===== src/rtl/cmp_pkg.sv =====
// Shared types and constants for the arbitrated five-flag comparator.
package cmp_pkg;

    localparam int LEN_DEFAULT = 16;

    // Bit positions of each flag inside flags_t
    localparam int FLAG_EQ = 0;
    localparam int FLAG_SG = 1;
    localparam int FLAG_UG = 2;
    localparam int FLAG_MG = 3;
    localparam int FLAG_XG = 4;

    // Packed so that bit FLAG_x of the vector is field x
    typedef struct packed {
        logic xg;
        logic mg;
        logic ug;
        logic sg;
        logic eq;
    } flags_t;

endpackage


===== src/rtl/cmp_core.sv =====
// Combinational five-flag comparator: equality plus four flavours of "greater than".
module cmp_core
    import cmp_pkg::*;
#(
    parameter int LEN = LEN_DEFAULT
) (
    input  logic [LEN-1:0] a,
    input  logic [LEN-1:0] b,
    output flags_t         flags
);

    logic signed [LEN-1:0] a_s;
    logic signed [LEN-1:0] b_s;

    assign a_s = a;
    assign b_s = b;

    // Mixing a signed and an unsigned operand makes the whole compare unsigned,
    // so mg and xg always agree with ug.
    always_comb begin
        flags    = '0;
        flags.eq = (a == b);
        flags.sg = (a_s > b_s);
        flags.ug = (a > b);
        flags.mg = ($signed(a) > $unsigned(b));
        flags.xg = ($unsigned(a) > $signed(b));
    end

endmodule


===== src/rtl/cmp_arbiter.sv =====
// Round-robin arbiter sharing one cmp_core among NREQ requesters through a
// two-stage pipeline (operand register S1, result register S2) with a
// valid/ready result port.
module cmp_arbiter
    import cmp_pkg::*;
#(
    parameter int LEN  = LEN_DEFAULT,
    parameter int NREQ = 4,
    parameter int IDW  = (NREQ > 1) ? $clog2(NREQ) : 1
) (
    input  logic                CLK,
    input  logic                RST_N,
    input  logic [NREQ-1:0]     REQ,
    input  logic [NREQ*LEN-1:0] OPA,
    input  logic [NREQ*LEN-1:0] OPB,
    output logic [NREQ-1:0]     GNT,
    output logic                RES_VLD,
    input  logic                RES_RDY,
    output logic [IDW-1:0]      RES_ID,
    output logic                RES_EQ,
    output logic                RES_SG,
    output logic                RES_UG,
    output logic                RES_MG,
    output logic                RES_XG
);

    // Stage 1: captured operands of the winning requester
    logic [LEN-1:0]  s1_a;
    logic [LEN-1:0]  s1_b;
    logic [IDW-1:0]  s1_id;
    logic            s1_v;

    // Stage 2: registered compare result
    flags_t          res_flags;
    logic [IDW-1:0]  res_id;
    logic            res_vld;

    logic [IDW-1:0]  ptr;
    logic            s2_adv;
    logic            accept;
    logic            any_gnt;
    logic [IDW-1:0]  win_id;
    logic [NREQ-1:0] gnt_vec;
    flags_t          core_flags;

    // Pointer to the requester after the winner, wrapping at NREQ-1
    function automatic logic [IDW-1:0] next_ptr(input logic [IDW-1:0] w);
        if (int'(w) >= NREQ - 1)
            return '0;
        else
            return w + IDW'(1);
    endfunction

    assign s2_adv = s1_v && (!res_vld || RES_RDY);
    assign accept = !s1_v || s2_adv;

    // Round-robin search starting at ptr; no grant while in reset or S1 cannot take new operands
    always_comb begin
        int idx;
        gnt_vec = '0;
        win_id  = '0;
        any_gnt = 1'b0;
        idx     = 0;
        if (RST_N && accept) begin
            for (int i = 0; i < NREQ; i++) begin
                idx = int'(ptr) + i;
                if (idx >= NREQ)
                    idx = idx - NREQ;
                if (!any_gnt && REQ[idx]) begin
                    any_gnt      = 1'b1;
                    win_id       = IDW'(idx);
                    gnt_vec[idx] = 1'b1;
                end
            end
        end
    end

    assign GNT = gnt_vec;

    // S1 operand capture from the granted requester; later operand changes are ignored
    always_ff @(posedge CLK) begin
        if (any_gnt) begin
            s1_a  <= OPA[int'(win_id)*LEN +: LEN];
            s1_b  <= OPB[int'(win_id)*LEN +: LEN];
            s1_id <= win_id;
        end
    end

    // S1 valid and round-robin pointer
    always_ff @(posedge CLK) begin
        if (!RST_N) begin
            s1_v <= 1'b0;
            ptr  <= '0;
        end else if (any_gnt) begin
            s1_v <= 1'b1;
            ptr  <= next_ptr(win_id);
        end else if (s2_adv) begin
            s1_v <= 1'b0;
        end
    end

    cmp_core #(
        .LEN (LEN)
    ) u_core (
        .a     (s1_a),
        .b     (s1_b),
        .flags (core_flags)
    );

    // S2 result register; held stable while the consumer stalls
    always_ff @(posedge CLK) begin
        if (!RST_N) begin
            res_vld   <= 1'b0;
            res_id    <= '0;
            res_flags <= '0;
        end else if (s2_adv) begin
            res_vld   <= 1'b1;
            res_id    <= s1_id;
            res_flags <= core_flags;
        end else if (RES_RDY) begin
            res_vld   <= 1'b0;
        end
    end

    assign RES_VLD = res_vld;
    assign RES_ID  = res_id;
    assign RES_EQ  = res_flags.eq;
    assign RES_SG  = res_flags.sg;
    assign RES_UG  = res_flags.ug;
    assign RES_MG  = res_flags.mg;
    assign RES_XG  = res_flags.xg;

endmodule


===== config.mk =====
export PLATFORM = sky130hd
export DESIGN_NAME = cmp_arbiter
export DESIGN_NICKNAME = d
export VERILOG_FILES = /design/src/rtl/cmp_pkg.sv /design/src/rtl/cmp_core.sv /design/src/rtl/cmp_arbiter.sv
export SDC_FILE = /design/constraint.sdc
export NUM_CORES = 1
export LEC_CHECK = 0
export BUFFER_PORTS_ARGS = -buffer_cell sky130_fd_sc_hd__buf_2
export CAP_MARGIN = 15
export CORE_MARGIN = 5
export CORE_UTILIZATION = 43
export DETAILED_ROUTE_END_ITERATION = 10
export PLACE_DENSITY = 0.78
export SETUP_SLACK_MARGIN = 0.15
export SYNTH_ARGS = -nofsm -noshare
export SYNTH_HDL_FRONTEND = slang
export SYNTH_SLANG_ARGS = --single-unit

===== constraint.sdc =====
create_clock -name CLK -period 3.1 [get_ports CLK]
set_clock_uncertainty 0.15 [all_clocks]
set_input_delay 0.155 -clock CLK [delete_from_list [all_inputs] [get_ports CLK]]
set_output_delay 0.155 -clock CLK [all_outputs]
set_load 0.02 [all_outputs]

==> results.md <==
| Metric | Reported |
|:---|:---|
| Final routed wire length divided by cell count | 17.4 um |
| Layout Utilization | 57.6% |
| Area taken by multi-input logic gates | 0.00174 mm^2 |
| Std-Cell Core Area | 0.00721 mm^2 |
| Power per cell area | 527 mW/mm^2 |
| Ordered list of cells on the worst path | inv_1 -> ha_4 -> mux4_2 -> nor2b_4 -> o21ai_2 -> a21o_4 -> buf_12 -> mux4_1 |
| Row cnt | 31 |
| Flop-to-flop setup slack | 0.22 ns |
| Count of maximum capacitance violations | 0 |
| Synthesized cell area | 0.00316 mm^2 |
| Count of buffers inserted at the top-level ports | 146 |
| Latest clock arrival within the worst-skew pair | 0.30 ns |
| Final Max Tran Viols | 0 |
| Top cell type's share of synthesized area | 32.3% |
| List of most frequent post-synthesis cells | edfxtp_1, mux4_2, ha_1, inv_1 |
| # setup viols final | 0 |
| Startpoint of the lowest-slack hold path | RES_RDY |
| Path depth of the worst reg2reg path | 8 |
| Nets | 538 |
| Width of the chip | 95.7 um |
| Fraction of layout cells with a size suffix above 1 | 56.1% |
| Number of flops mapped to enable cells by yosys | 34 |
| Largest delay share family, worst path | multiplexers |
| Tightest hold margin | 0.0438 ns |
| Result of the run | finished clean |
| TritonRoute pass-1 iters | 4 |
| Count of routing violations after the opening detailed-route iteration | 140 |
| Placement Setup Slack | 0.156 ns |
| Slowest cell on the critical path | mux4_2 |
| Setup Total Neg Slack | 0 ns |
| Max H-tree Level | 2 |
| Worst-case clock buffer depth | 2 |
| Setup repair after global routing missed its margin | no |
| Post-route antenna net violation count | 0 |
| Total Power Consumption | 0.00219 W |
| DRC errors left | 0 |
| Max transition margin | 30.0% |
| Kind of end point of the critical path | flop |
| Synth Net Count | 390 |
| Data arrival time of the critical path | 2.75 ns |
| Max incr delay on CP | 0.59 ns |
| Grt ovf | 0 |
| Wire length of the first global-routing pass | 13000 um |
| Maximum number of pins on one net before global-route repair | 39 |
| Switching power total | 0.000702 W |
| Worst hold-check path type | in2reg |
| Setup slack after layout | 0.223 ns |
| Share of power burned in registers | 36.2% |
| Worst setup SP type | flop |
| Worst ir drop on vdd | 341 uV |
| Tightest Pin Transition | 1.05 ns |
| Capturing point of the worst reg2reg path | s1_b[7]$_DFFE_PP_ |
| Clock transition at path regs | 0.08 ns |
| Number of antenna diodes | 0 |
| Switching power share of the total | 32.0% |
| Total Die Area | 0.00916 mm^2 |
| Internal power | 0.00149 W |
| Clk sink count | 43 |
| Clock share of power | 16.0% |
| FFs w/ async S/R, synth | 0% |
| Top achievable clock speed | 0.348 GHz |
| Avg Cell Area, Syn | 13.5 um^2 |
| Initial core utilization | 43.8% |
| Most used flip-flop cell after synthesis | edfxtp_1 |
| Count of filler cells inserted in the layout | 601 |
| Final hold violation count | 0 |
| Post-route clock period utilization | 92.8% |
| DR vias/cell | 5.33 |
| Vias | 2568 |
| Worst setup path category | reg2reg |
| Share of power burned in combinational logic | 47.8% |
| Top cells by area, synth | edfxtp_1, mux4_2, ha_1, dfxtp_1, mux2i_1 |
| Vias in the first global route | 2767 |
| Post-Synthesis Cells | 234 |
| Master cell of the clock root buffer | clkbuf_8 |
| Endpoint with the worst hold slack | s1_v$_SDFFE_PN0P_ |
| GRT Total Usage | 18.6% |
| Required time of the critical path | 2.97 ns |
| Number of antenna violations at the first check in global routing | 0 |
| Detailed placement HPWL | 6630 um |
| Die Ht | 95.7 um |
| Total routed wirelength | 8410 um |
| Number of distinct standard cells referenced by the synthesized netlist | 49 |
| Area growth from synthesis to final layout | 31.6% |
| Flop and latch count out of synthesis | 43 |
| TritonCTS clock tree | built |
| Hold Path Stages | 3 |
| Most numerous cell in the Yosys netlist | edfxtp_1 |
| R2R Path Start | ptr[1]$_SDFFE_PN0P_ |
| Final critical delay including setup and external delays | 2.88 ns |
| Number of warnings printed during yosys synthesis | 0 |
| Top fanout value on the critical path | 9 |
| Crit path buf inv count | 2 |
| Leakage component of the power | 1.88 nW |
| RePlAce Congestion | 0.808 |
| Top Ports | 147 |
| Share of the yosys chip area belonging to registers | 38.0% |
| Top cell type by total area after synthesis | edfxtp_1 |
| FF+latch area | 0.00120 mm^2 |
| Number of hold buffers added after CTS | 0 |
| TritonCTS buffer count | 5 |
[worst max-delay path by stage]
| stage | startpoint | to | cells past startpoint |
|---|---|---|---|
| finish | ptr[1]$_SDFFE_PN0P_ | s1_b[7]$_DFFE_PP_ | 8 |
| global route | ptr[1]$_SDFFE_PN0P_ | s1_b[7]$_DFFE_PP_ | 8 |
| CTS | ptr[1]$_SDFFE_PN0P_ | s1_b[7]$_DFFE_PP_ | 7 |
| detailed placement | ptr[1]$_SDFFE_PN0P_ | s1_b[7]$_DFFE_PP_ | 7 |
| global placement | ptr[1]$_SDFFE_PN0P_ | s1_b[7]$_DFFE_PP_ | 7 |
| floorplan | ptr[0]$_SDFFE_PN0P_ | s1_a[0]$_DFFE_PP_ | 11 |
[power by group through the flow]
stage	clock network (W)	logic, W	registers (W)
after global routing	0.000386	0.00114	0.000802
after detailed placement	0	0.000958	0.000808
after global placement	0	0.000926	0.000808
after CTS	0.000357	0.000970	0.000795
final	0.000351	0.00105	0.000794
after floorplan	0	0.000733	0.000812
[logic make-up after synthesis]
kind of cell / Yosys count / synth area share, %
multiplexers: 44 / 28.2
AO/OA/AOI/OAI: 43 / 9.63
AND/OR/NAND/NOR: 43 / 7.92
flip-flops: 43 / 38.0
buffers and inverters: 40 / 7.88
adder cells (fa/ha/maj): 21 / 8.32
[sequential cells by signal, indices dropped and copies added, names as in the netlist]
name and cells:
RES_EQ 1, RES_UG 1, RES_ID 2, s1_a 16
s1_id 2, s1_v 1, RES_VLD 1, s1_b 16
RES_SG 1, ptr 2
[stage by stage]
step,instance area (um^2),instances
after floorplan,3180,234
after CTS,4040,475
after global placement,3950,466
after detailed placement,3950,466
after global routing,4160,482
final,4160,482
[what timing repair did]
| item | 4_1_cts | 5_1_grt |
|---|---|---|
| resized for setup | 0 | 3 |
| gates cloned | 0 | 3 |
| endpoints found under the setup margin | 3 | 26 |
| setup buffers | 1 | 4 |
| pin swaps | 0 | 2 |
[final cells by class]
type                            count  area share, %
Clock buffer                        6           1.75
Clock inverter                      2          0.301
Inverter                           21           1.90
Multi-Input combinational cell    151           41.8
Sequential cell                    43           29.0
Tap cell                           99           2.98
Timing Repair Buffer              160           22.3
[cells in the final DEF (no fill, tap or decap), types with 2 or more instances in the layout]
master / n
mux4_1: 3
o21a_1: 2
clkbuf_8: 5
clkbuf_16: 3
nand3b_1: 2
a21boi_0: 2
mux4_2: 32
o21ai_2: 2
nand2b_1: 3
inv_1: 20
a21oi_1: 9
nor2b_1: 4
edfxtp_1: 34
buf_2: 146
buf_12: 3
dfxtp_2: 2
nor4_1: 2
a21o_1: 5
nand2_1: 8
mux2i_1: 8
ha_1: 20
nand3_1: 4
nand4_1: 6
o21ai_0: 7
nor2_1: 4
buf_4: 8
nor4b_1: 2
dfxtp_1: 7
a22o_2: 4
[layer usage]
layer	GRT usage (%)	vias to the layer above	part of all wire, %
li1	-	1229	-
met1	21.1	1227	38
met2	34.5	96	54
met3	4.07	16	6.0
met4	6.04	0	2.1
met5	0	-	0
[tightest hold or removal path, stage by stage]
cell and delay, ns:
buf_2 0.09, nand3b_1 0.11, a21boi_0 0.08
No activity file was read; power rests on OpenSTA's default activity.
